### config.mk
export PLATFORM = sky130hd
export DESIGN_NAME = fifos_interface_flat
export DESIGN_NICKNAME = d
export VERILOG_FILES = /design/src/rtl/fifos_interface_pkg.sv /design/src/rtl/fifos_interface_if.sv /design/src/rtl/fifos_interface_sync_fifo.sv /design/src/rtl/fifos_interface.sv /design/src/flat_wrapper.sv
export SDC_FILE = /design/constraint.sdc
export NUM_CORES = 2
export LEC_CHECK = 0
export CORE_MARGIN = 5
export CORE_UTILIZATION = 30
export DETAILED_ROUTE_END_ITERATION = 10
export GPL_ROUTABILITY_DRIVEN = 0
export PLACE_DENSITY = 0.43
export SLEW_MARGIN = 20
export SYNTH_ARGS = -nofsm -noshare
export SYNTH_HDL_FRONTEND = slang
export SYNTH_MEMORY_MAX_BITS = 65536
export SYNTH_SLANG_ARGS = --single-unit
### constraint.sdc
create_clock -name clk -period 10.7 [get_ports clk]
set_input_delay 2.14 -clock clk [delete_from_list [all_inputs] [get_ports clk]]
set_output_delay 2.14 -clock clk [all_outputs]
set_load 0.005 [all_outputs]
### src/rtl/fifos_interface_pkg.sv
// Shared sizing constants and word layout for the request/response FIFO pair.
package fifos_interface_pkg;

  localparam int FIFO_DEPTH         = 32;
  localparam int LOG2_FIFO_DEPTH    = 5;
  localparam int DATA_LINE_WIDTH    = 64;
  localparam int CONTROL_LINE_WIDTH = 6;

  // Full word carried through each FIFO: control in the upper bits, data below.
  localparam int W = DATA_LINE_WIDTH + CONTROL_LINE_WIDTH;

  typedef logic [CONTROL_LINE_WIDTH-1:0] control_t;
  typedef logic [DATA_LINE_WIDTH-1:0]    data_t;
  typedef logic [W-1:0]                  word_t;

  typedef struct packed {
    control_t control;
    data_t    data;
  } word_fields_t;

  // Build a packed word from its control and data fields.
  function automatic word_t pack_word(input control_t control, input data_t data);
    word_fields_t f;
    f.control = control;
    f.data    = data;
    return word_t'(f);
  endfunction

  // Extract the control field of a packed word.
  function automatic control_t word_control(input word_t word);
    word_fields_t f;
    f = word_fields_t'(word);
    return f.control;
  endfunction

  // Extract the data field of a packed word.
  function automatic data_t word_data(input word_t word);
    word_fields_t f;
    f = word_fields_t'(word);
    return f.data;
  endfunction

endpackage

### src/rtl/fifos_interface_if.sv
// Bundle of the request and response channel signals shared between the
// controllers and the FIFO block. The master modport is the controller side
// (drives writes/read enables), the slave modport is the FIFO block side.
interface fifos_interface_if;
  import fifos_interface_pkg::*;

  // Request channel: master writes, slave reads
  word_t i_mc_sreq_inbits;
  logic  i_mc_sreq_wen;
  logic  o_mc_sreq_fifo_empty;
  logic  o_mc_sreq_fifo_full;
  logic  i_sc_rreq_ren;
  word_t o_sc_rreq_outbits;

  // Response channel: slave writes, master reads
  word_t i_sc_sresp_inbits;
  logic  i_sc_sresp_wen;
  logic  o_sc_sresp_fifo_empty;
  logic  o_sc_sresp_fifo_full;
  logic  i_mc_rresp_ren;
  word_t o_mc_rresp_outbits;

  modport master (
    output i_mc_sreq_inbits,
    output i_mc_sreq_wen,
    input  o_mc_sreq_fifo_empty,
    input  o_mc_sreq_fifo_full,
    output i_sc_rreq_ren,
    input  o_sc_rreq_outbits,
    output i_sc_sresp_inbits,
    output i_sc_sresp_wen,
    input  o_sc_sresp_fifo_empty,
    input  o_sc_sresp_fifo_full,
    output i_mc_rresp_ren,
    input  o_mc_rresp_outbits
  );

  modport slave (
    input  i_mc_sreq_inbits,
    input  i_mc_sreq_wen,
    output o_mc_sreq_fifo_empty,
    output o_mc_sreq_fifo_full,
    input  i_sc_rreq_ren,
    output o_sc_rreq_outbits,
    input  i_sc_sresp_inbits,
    input  i_sc_sresp_wen,
    output o_sc_sresp_fifo_empty,
    output o_sc_sresp_fifo_full,
    input  i_mc_rresp_ren,
    output o_mc_rresp_outbits
  );

endinterface

### src/rtl/fifos_interface_sync_fifo.sv
// Single-clock FIFO with registered read data and registered empty/full flags.
// Writes while full and reads while empty are ignored, so the FIFO can never
// overflow or underflow. The occupancy count is one bit wider than the
// pointers so that full and empty are distinguishable.
module sync_fifo
  import fifos_interface_pkg::*;
#(
  parameter int WIDTH  = W,
  parameter int DEPTH  = FIFO_DEPTH,
  parameter int ADDR_W = LOG2_FIFO_DEPTH
) (
  input  logic             clk,
  input  logic             rst,
  input  logic             wen,
  input  logic [WIDTH-1:0] inbits,
  input  logic             ren,
  output logic [WIDTH-1:0] outbits,
  output logic             empty,
  output logic             full
);

  localparam logic [ADDR_W:0] COUNT_FULL = (ADDR_W + 1)'(DEPTH);

  logic [WIDTH-1:0]  mem [DEPTH];
  logic [ADDR_W-1:0] wr_ptr;
  logic [ADDR_W-1:0] rd_ptr;
  logic [ADDR_W:0]   count;
  logic [ADDR_W:0]   count_next;
  logic              do_write;
  logic              do_read;

  // Operations are qualified by the flags as they stand before the edge.
  assign do_write = wen && !full;
  assign do_read  = ren && !empty;

  // Next occupancy: up on write-only, down on read-only, else unchanged.
  always_comb begin
    count_next = count;
    if (do_write && !do_read) begin
      count_next = count + 1'b1;
    end else if (do_read && !do_write) begin
      count_next = count - 1'b1;
    end
  end

  // Storage array; contents are don't-care after reset so it has no reset.
  always_ff @(posedge clk) begin
    if (do_write) begin
      mem[wr_ptr] <= inbits;
    end
  end

  // Pointers roll over naturally at DEPTH since DEPTH is a power of two.
  always_ff @(posedge clk or posedge rst) begin
    if (rst) begin
      wr_ptr <= '0;
      rd_ptr <= '0;
    end else begin
      if (do_write) begin
        wr_ptr <= wr_ptr + 1'b1;
      end
      if (do_read) begin
        rd_ptr <= rd_ptr + 1'b1;
      end
    end
  end

  // Count and flags are updated together from the next occupancy.
  always_ff @(posedge clk or posedge rst) begin
    if (rst) begin
      count <= '0;
      empty <= 1'b1;
      full  <= 1'b0;
    end else begin
      count <= count_next;
      empty <= (count_next == '0);
      full  <= (count_next == COUNT_FULL);
    end
  end

  // Registered read port: one cycle latency, holds value when no read occurs.
  always_ff @(posedge clk or posedge rst) begin
    if (rst) begin
      outbits <= '0;
    end else if (do_read) begin
      outbits <= mem[rd_ptr];
    end
  end

endmodule

### src/rtl/fifos_interface.sv
// Two independent FIFOs between the master controller and slave controller:
// the request FIFO carries master-to-slave words, the response FIFO carries
// slave-to-master words. The two channels share only the clock and reset.
module fifos_interface
  import fifos_interface_pkg::*;
(
  input  logic               clk,
  input  logic               rst,
  fifos_interface_if.slave   bus
);

  // Request channel: written by the master, drained by the slave.
  sync_fifo #(
    .WIDTH  (W),
    .DEPTH  (FIFO_DEPTH),
    .ADDR_W (LOG2_FIFO_DEPTH)
  ) u_req_fifo (
    .clk     (clk),
    .rst     (rst),
    .wen     (bus.i_mc_sreq_wen),
    .inbits  (bus.i_mc_sreq_inbits),
    .ren     (bus.i_sc_rreq_ren),
    .outbits (bus.o_sc_rreq_outbits),
    .empty   (bus.o_mc_sreq_fifo_empty),
    .full    (bus.o_mc_sreq_fifo_full)
  );

  // Response channel: written by the slave, drained by the master.
  sync_fifo #(
    .WIDTH  (W),
    .DEPTH  (FIFO_DEPTH),
    .ADDR_W (LOG2_FIFO_DEPTH)
  ) u_resp_fifo (
    .clk     (clk),
    .rst     (rst),
    .wen     (bus.i_sc_sresp_wen),
    .inbits  (bus.i_sc_sresp_inbits),
    .ren     (bus.i_mc_rresp_ren),
    .outbits (bus.o_mc_rresp_outbits),
    .empty   (bus.o_sc_sresp_fifo_empty),
    .full    (bus.o_sc_sresp_fifo_full)
  );

endmodule

### src/flat_wrapper.sv
// flat-port wrapper written by rule: the top's interface ports become plain ports
module fifos_interface_flat import fifos_interface_pkg::*;
  (clk, rst, bus_i_mc_sreq_inbits, bus_i_mc_sreq_wen, bus_o_mc_sreq_fifo_empty, bus_o_mc_sreq_fifo_full, bus_i_sc_rreq_ren, bus_o_sc_rreq_outbits, bus_i_sc_sresp_inbits, bus_i_sc_sresp_wen, bus_o_sc_sresp_fifo_empty, bus_o_sc_sresp_fifo_full, bus_i_mc_rresp_ren, bus_o_mc_rresp_outbits);
  fifos_interface_if bus_i ();
  input  logic clk;
  input  logic rst;
  input wire logic [$bits(bus_i.i_mc_sreq_inbits)-1:0] bus_i_mc_sreq_inbits;
  input wire logic [$bits(bus_i.i_mc_sreq_wen)-1:0] bus_i_mc_sreq_wen;
  output wire logic [$bits(bus_i.o_mc_sreq_fifo_empty)-1:0] bus_o_mc_sreq_fifo_empty;
  output wire logic [$bits(bus_i.o_mc_sreq_fifo_full)-1:0] bus_o_mc_sreq_fifo_full;
  input wire logic [$bits(bus_i.i_sc_rreq_ren)-1:0] bus_i_sc_rreq_ren;
  output wire logic [$bits(bus_i.o_sc_rreq_outbits)-1:0] bus_o_sc_rreq_outbits;
  input wire logic [$bits(bus_i.i_sc_sresp_inbits)-1:0] bus_i_sc_sresp_inbits;
  input wire logic [$bits(bus_i.i_sc_sresp_wen)-1:0] bus_i_sc_sresp_wen;
  output wire logic [$bits(bus_i.o_sc_sresp_fifo_empty)-1:0] bus_o_sc_sresp_fifo_empty;
  output wire logic [$bits(bus_i.o_sc_sresp_fifo_full)-1:0] bus_o_sc_sresp_fifo_full;
  input wire logic [$bits(bus_i.i_mc_rresp_ren)-1:0] bus_i_mc_rresp_ren;
  output wire logic [$bits(bus_i.o_mc_rresp_outbits)-1:0] bus_o_mc_rresp_outbits;
  assign bus_i.i_mc_sreq_inbits = bus_i_mc_sreq_inbits;
  assign bus_i.i_mc_sreq_wen = bus_i_mc_sreq_wen;
  assign bus_o_mc_sreq_fifo_empty = bus_i.o_mc_sreq_fifo_empty;
  assign bus_o_mc_sreq_fifo_full = bus_i.o_mc_sreq_fifo_full;
  assign bus_i.i_sc_rreq_ren = bus_i_sc_rreq_ren;
  assign bus_o_sc_rreq_outbits = bus_i.o_sc_rreq_outbits;
  assign bus_i.i_sc_sresp_inbits = bus_i_sc_sresp_inbits;
  assign bus_i.i_sc_sresp_wen = bus_i_sc_sresp_wen;
  assign bus_o_sc_sresp_fifo_empty = bus_i.o_sc_sresp_fifo_empty;
  assign bus_o_sc_sresp_fifo_full = bus_i.o_sc_sresp_fifo_full;
  assign bus_i.i_mc_rresp_ren = bus_i_mc_rresp_ren;
  assign bus_o_mc_rresp_outbits = bus_i.o_mc_rresp_outbits;
  fifos_interface u_core (.clk(clk), .rst(rst), .bus(bus_i));
endmodule
# Word level (Yosys, flattened, before mapping)
# Memory sizes are Yosys's and may differ from the RTL's. A register that Yosys moved wholly into a read port is not among the register bits.
# Cells that the tools add are included.
# word_totals
mem_bits_rw	4480
ff_bits	36
mem_count	2
wordCells	48
inputBits	146
output_inout_bits	144
# mem_list
memory	words	width	read_ports	rd_clocked_by_memory_dff	wr	line_no	text
u_core.u_req_fifo.mem	32	70	1	1	1	fifos_interface_sync_fifo.sv:24	logic [WIDTH-1:0] mem [DEPTH];
u_core.u_resp_fifo.mem	32	70	1	1	1	fifos_interface_sync_fifo.sv:24	
# classes
addsub	8
muxes	8
eq_ne	2
n_reduce_logical	18
# op_table
operator	n
two-way mux 6 bit	4
adder 5 x 1 -> 5 bit, second input constant	4
adder 6 x 1 -> 6 bit, second input constant	2
equality test 6 bit, second input constant	2
zero test 6 bit	2
subtractor 6 x 1 -> 6 bit, second input constant	2
logical AND 1 bit	8
zero test 1 bit	8
two-way mux 1 bit	4

# Longest topological paths before layout
# logic_depth
ltp_word	7
depth_mapped	10
ltp_nobuf	6

# By module
# A second synthesis with hierarchy kept.
# hier_totals
cells_unflattened	8800
hier_area_um2	178538.7
# by_module_without_submodules
module	cells_each	seq_area_each_um2	area_per_inst_um2	instances
sync_fifo at u_core.u_resp_fifo	4398	69467.9	89330.7	1
sync_fifo at u_core.u_req_fifo	4402	69467.9	89208.1	1

# Worst setup path before layout
# OpenSTA, ideal clock, no wires.
# synth_timing
path_type	input-to-reg
start	input port bus_i_sc_sresp_wen
end	memory u_core.u_resp_fifo.mem[23][0] in the netlist's numbering (enable)
cell_stages	5
setup_time_ps	499
arrival_ps	5794
n_path_buf	2
path_slack_ps	4407
t_required_ps	10201
path_cell_list	nor2b_1 -> clkbuf_1 -> nand2_1 -> clkbuf_1 -> nor2_1
# synth_between
elab_chain_len	3
# synth_lines
item	line_no	text
start, declared	flat_wrapper.sv:14	input wire logic [$bits(bus_i.i_sc_sresp_wen)-1:0] bus_i_sc_sresp_wen;
logical AND 1 bit	fifos_interface_sync_fifo.sv:33	assign do_write = wen && !full;
two-way mux 1 bit	fifos_interface_sync_fifo.sv:48	if (do_write) begin
two-way mux 1 bit (implied by the code)	fifos_interface_sync_fifo.sv:49	mem[wr_ptr] <= inbits;
end, declared	fifos_interface_sync_fifo.sv:24	
# Every way passes these cells.

# Worst setup path after layout
# layout_timing
start	input port bus_i_sc_sresp_wen
end	memory u_core.u_resp_fifo.mem[15][53] in the netlist's numbering (enable)
# Same word-level chain as after synthesis.

==> metrics.txt <==
post-synth cell types=56; class of the tightest hold or removal check=flop to flop; clock tree from TritonCTS=done; type of the worst setup path=input port to flop; clock net sink count=4656; arrival time reported for the critical path endpoint=6.23 ns; slowest library cell on the worst path=sky130_fd_sc_hd__nor2_4; CTS-repair resized insts=0; TritonCTS Buffers=528; worst skew pair latency=1.04 ns; Top-Level Pins=290; pin count of the biggest net entering global routing=111; initial antenna violation count=62; standard-cell rows=282; most area-consuming cells after synthesis=sky130_fd_sc_hd__edfxtp_1, sky130_fd_sc_hd__mux4_2, sky130_fd_sc_hd__mux2i_1, sky130_fd_sc_hd__dfrtp_1, sky130_fd_sc_hd__mux2_2; post-synthesis share of cell area spent on and, or, nand and nor gates=1.50%; complex-gate fraction of the synthesized area=3.20%; Routed Wire Length=512000 um; number of enable flip-flop cells after synthesis=4480; post-synth top area cell=sky130_fd_sc_hd__edfxtp_1; overall power consumption=53400 uW; switching component of the power=16400 uW; Clk Tree Root Cell=sky130_fd_sc_hd__clkbuf_16; Hold Vio Cnt, Final=0; share of the yosys chip area belonging to registers=78.5%; arithmetic-cell share of the synthesized area counting full adders, half adders and majority gates=0.0989%; largest family of logic cells by synthesized area=multiplexers; Post-Route Skew=0.0682 ns; wire length of the first global-routing pass=714000 um; maximum buffer depth of the clock tree=4; final slew viol count=0; post-DR wirelength/cell=29.7 um; mean instance size in the synthesized netlist=21.1 sq um; initial detailed-routing violation count=6324; Setup violations, final=0; Die Width=778 um; sum of negative setup slack=0 ns; nets@finish=9170; part of the total power dissipated in sequential elements=41.9%; unrepaired setup endpoints after global routing=no; minimum period implied by the final worst setup slack=5.59 ns; All-Layer GR Usage=16.5%; cells traversed along the worst timing path=clkdlybuf4s50_1, nor2b_1, nand2_1, nor2_4, buf_4, buf_4; cts hold-fix bufs=0; post-route DRC violation count=0; combinational share of power=25.7%; overall overflow remaining after global route=0; warning count from the yosys run=0; share of cells above drive strength 1=22.1%; register bit count reported by yosys=4656; Die Footprint=606000 sq um; Async S/R FF share, synth=3.78%; upper clock frequency limit=179 MHz; input/output buffers=289; post-synthesis xor/xnor area fraction=0.114%; outcome=completed; number of cells in the finished layout apart from fillers=17300; leak pwr=0.0652 uW; prevailing post-synth register cell=sky130_fd_sc_hd__edfxtp_1; cell repeated most along the worst path=sky130_fd_sc_hd__buf_4; Die Span Y=778 um; switching part of the total power=30.6%; nature of the critical path startpoint=input port; layout overhead on the synthesized area=16.6%; Post-DP HPWL=282000 um; Gate Count Post-Synth=8391; Least-Margin Pin Slew=1.11 ns; total core area=589000 sq um; Synthesized Nets=8551; ratio of total power to cell area=259 nW/um^2; Avg Vias per Cell=4.98; number of maximum-capacitance constraint violations=0; via count of the first global-routing pass=90600; Int Pwr=37000 uW; placed insts=16300; worst slew slack as a fraction of its limit=25.9%; starting density of the core=30.1%; number of setup buffers added after CTS=0; Synth top area share=76.0%; share of synthesized area spent on multiplexers=15.2%; data required time of the critical path=11.34 ns; depth of the CTS H-tree=6; combined area of all synthesized cells=177000 sq um; number of detailed-routing iterations run before antenna repair=5; remaining antenna violation count after routing=0; final critical-path share of the clock period=52.2%; top fanout value on the critical path=28; power share of the clock group=32.4%; vias after detailed routing=85900; maximum cell stage delay along the critical path=0.91 ns; Max rail drop VDD=0.232 mV; post-CTS clock slew at the launch and capture registers of the worst setup and hold paths=0.06 ns; endpoint kind of the worst setup timing path=flop
worst max-delay path: cells and delay by family:
kind | cells | cell delay, ns
buf+inv | 3 | 1.62
simple gates | 3 | 2.40
synthesized netlist by cell type (all sizes together), types with 2 or more instances:
library cell / n
dfrtp: 174
mux2: 234
or3b: 3
edfxtp: 4480
or3: 6
dfstp: 2
inv: 11
and3: 2
a21oi: 156
mux4: 709
clkbuf: 175
a31oi: 2
a22oi: 3
buf: 294
nor4: 79
o21ai: 85
mux2i: 830
a22o: 63
nor3: 19
nor4b: 2
nor2b: 6
nand4: 2
nand3: 14
or2: 3
ha: 14
xnor2: 22
a221oi: 78
nand2b: 12
a211oi: 76
o22ai: 307
nor2: 314
o211ai: 2
nand3b: 6
nand2: 114
a2111oi: 73
and2: 10
registers in the layout, summed over array words and instances, names as in the netlist:
register                    flops
u_core.u_resp_fifo.empty        1
u_core.u_resp_fifo.count        6
u_core.u_resp_fifo.full         1
u_core.u_req_fifo.rd_ptr        5
u_core.u_resp_fifo.mem       2240
u_core.u_req_fifo.count         6
u_core.u_req_fifo.empty         1
u_core.u_resp_fifo.wr_ptr       5
u_core.u_req_fifo.outbits      70
u_core.u_req_fifo.wr_ptr        5
u_core.u_resp_fifo.rd_ptr       5
u_core.u_resp_fifo.outbits     70
u_core.u_req_fifo.mem        2240
u_core.u_req_fifo.full          1
cell type report:
class,instances,area (sq um)
antenna,7,17.5
tap,7810,9770
clock inverter,229,2100
multi-input combinational,3255,36300
sequential,4656,139000
timing repair buffer,558,4750
clock buffer,725,14500
inverter,11,48.8
fill,54500,382000
per-layer routing:
| layer | GRT usage [%] | up-vias | part of all wire (%) |
|---|---|---|---|
| met2 | 29.4 | 2109 | 51 |
| met4 | 3.45 | 32 | 2.1 |
| met5 | 0 | - | 0.040 |
| li1 | - | 36200 | - |
| met1 | 21.2 | 46900 | 42 |
| met3 | 2.57 | 701 | 4.7 |
power by group through the flow:
stage                     Sequential [uW]  Clock (uW)  Combinational, uW
after CTS                           22400       17800              14100
after detailed placement            22800           0              14100
after global placement              22700           0              14100
after floorplan                     22200           0               9010
final                               22400       17300              13700
after global routing                22500       18600              14700
cell usage in the layout, fill, tap and decap left out, types with 78 or more instances in the layout:
master,Yosys,final
sky130_fd_sc_hd__a221oi_1,78,78
sky130_fd_sc_hd__nand2_1,111,106
sky130_fd_sc_hd__nor4_1,79,79
sky130_fd_sc_hd__clkdlybuf4s50_1,0,225
sky130_fd_sc_hd__edfxtp_1,4480,4480
sky130_fd_sc_hd__o22ai_1,307,307
sky130_fd_sc_hd__o21ai_0,85,85
sky130_fd_sc_hd__mux4_2,704,704
sky130_fd_sc_hd__a21oi_1,156,156
sky130_fd_sc_hd__mux2i_1,830,830
sky130_fd_sc_hd__mux2_2,234,234
sky130_fd_sc_hd__clkbuf_1,174,158
sky130_fd_sc_hd__clkbuf_16,0,541
sky130_fd_sc_hd__buf_4,71,256
sky130_fd_sc_hd__dfrtp_1,174,166
sky130_fd_sc_hd__clkinv_1,0,96
sky130_fd_sc_hd__nor2_1,312,243
kinds of logic (layout without fill, tap and decap cells):
group,Yosys count,in the layout
buf+inv,480,1523
mux,1773,1773
compound gates,850,850
xor+xnor,23,23
other cells,0,7
simple gates,595,595
flops,4656,4656
fa+ha+maj,14,14
path summary, 6_finish.rpt:
kind	start	endpoint	slack [ns]	cells after the start
max	bus_i_sc_sresp_wen	u_core.u_resp_fifo.mem[15][53]	5.11	6
min	u_core.u_req_fifo.count[5]	u_core.u_req_fifo.count[5]	0.48	1
max reg2reg	u_core.u_resp_fifo.rd_ptr[1]	u_core.u_resp_fifo.outbits[36]	6.01	7
min reg2reg	u_core.u_req_fifo.count[5]	u_core.u_req_fifo.count[5]	0.48	1
max in group asynchronous	rst	u_core.u_resp_fifo.rd_ptr[1]	7.83	3
min in group asynchronous	rst	u_core.u_req_fifo.outbits[38]	1.62	2
metrics by stage:
stage	utilization, %	cell area, sq um	setup slack [ns]	hold slack, ns
after floorplan	-	177000	3.79	0.457
after global placement	32.3	190000	4.11	0.477
after detailed placement	32.3	190000	4.00	0.477
after CTS	35.1	207000	5.16	0.489
after global routing	35.0	206000	4.93	0.530
final	35.0	206000	5.11	0.483
Note: power is estimated with default switching activity, not from simulation.
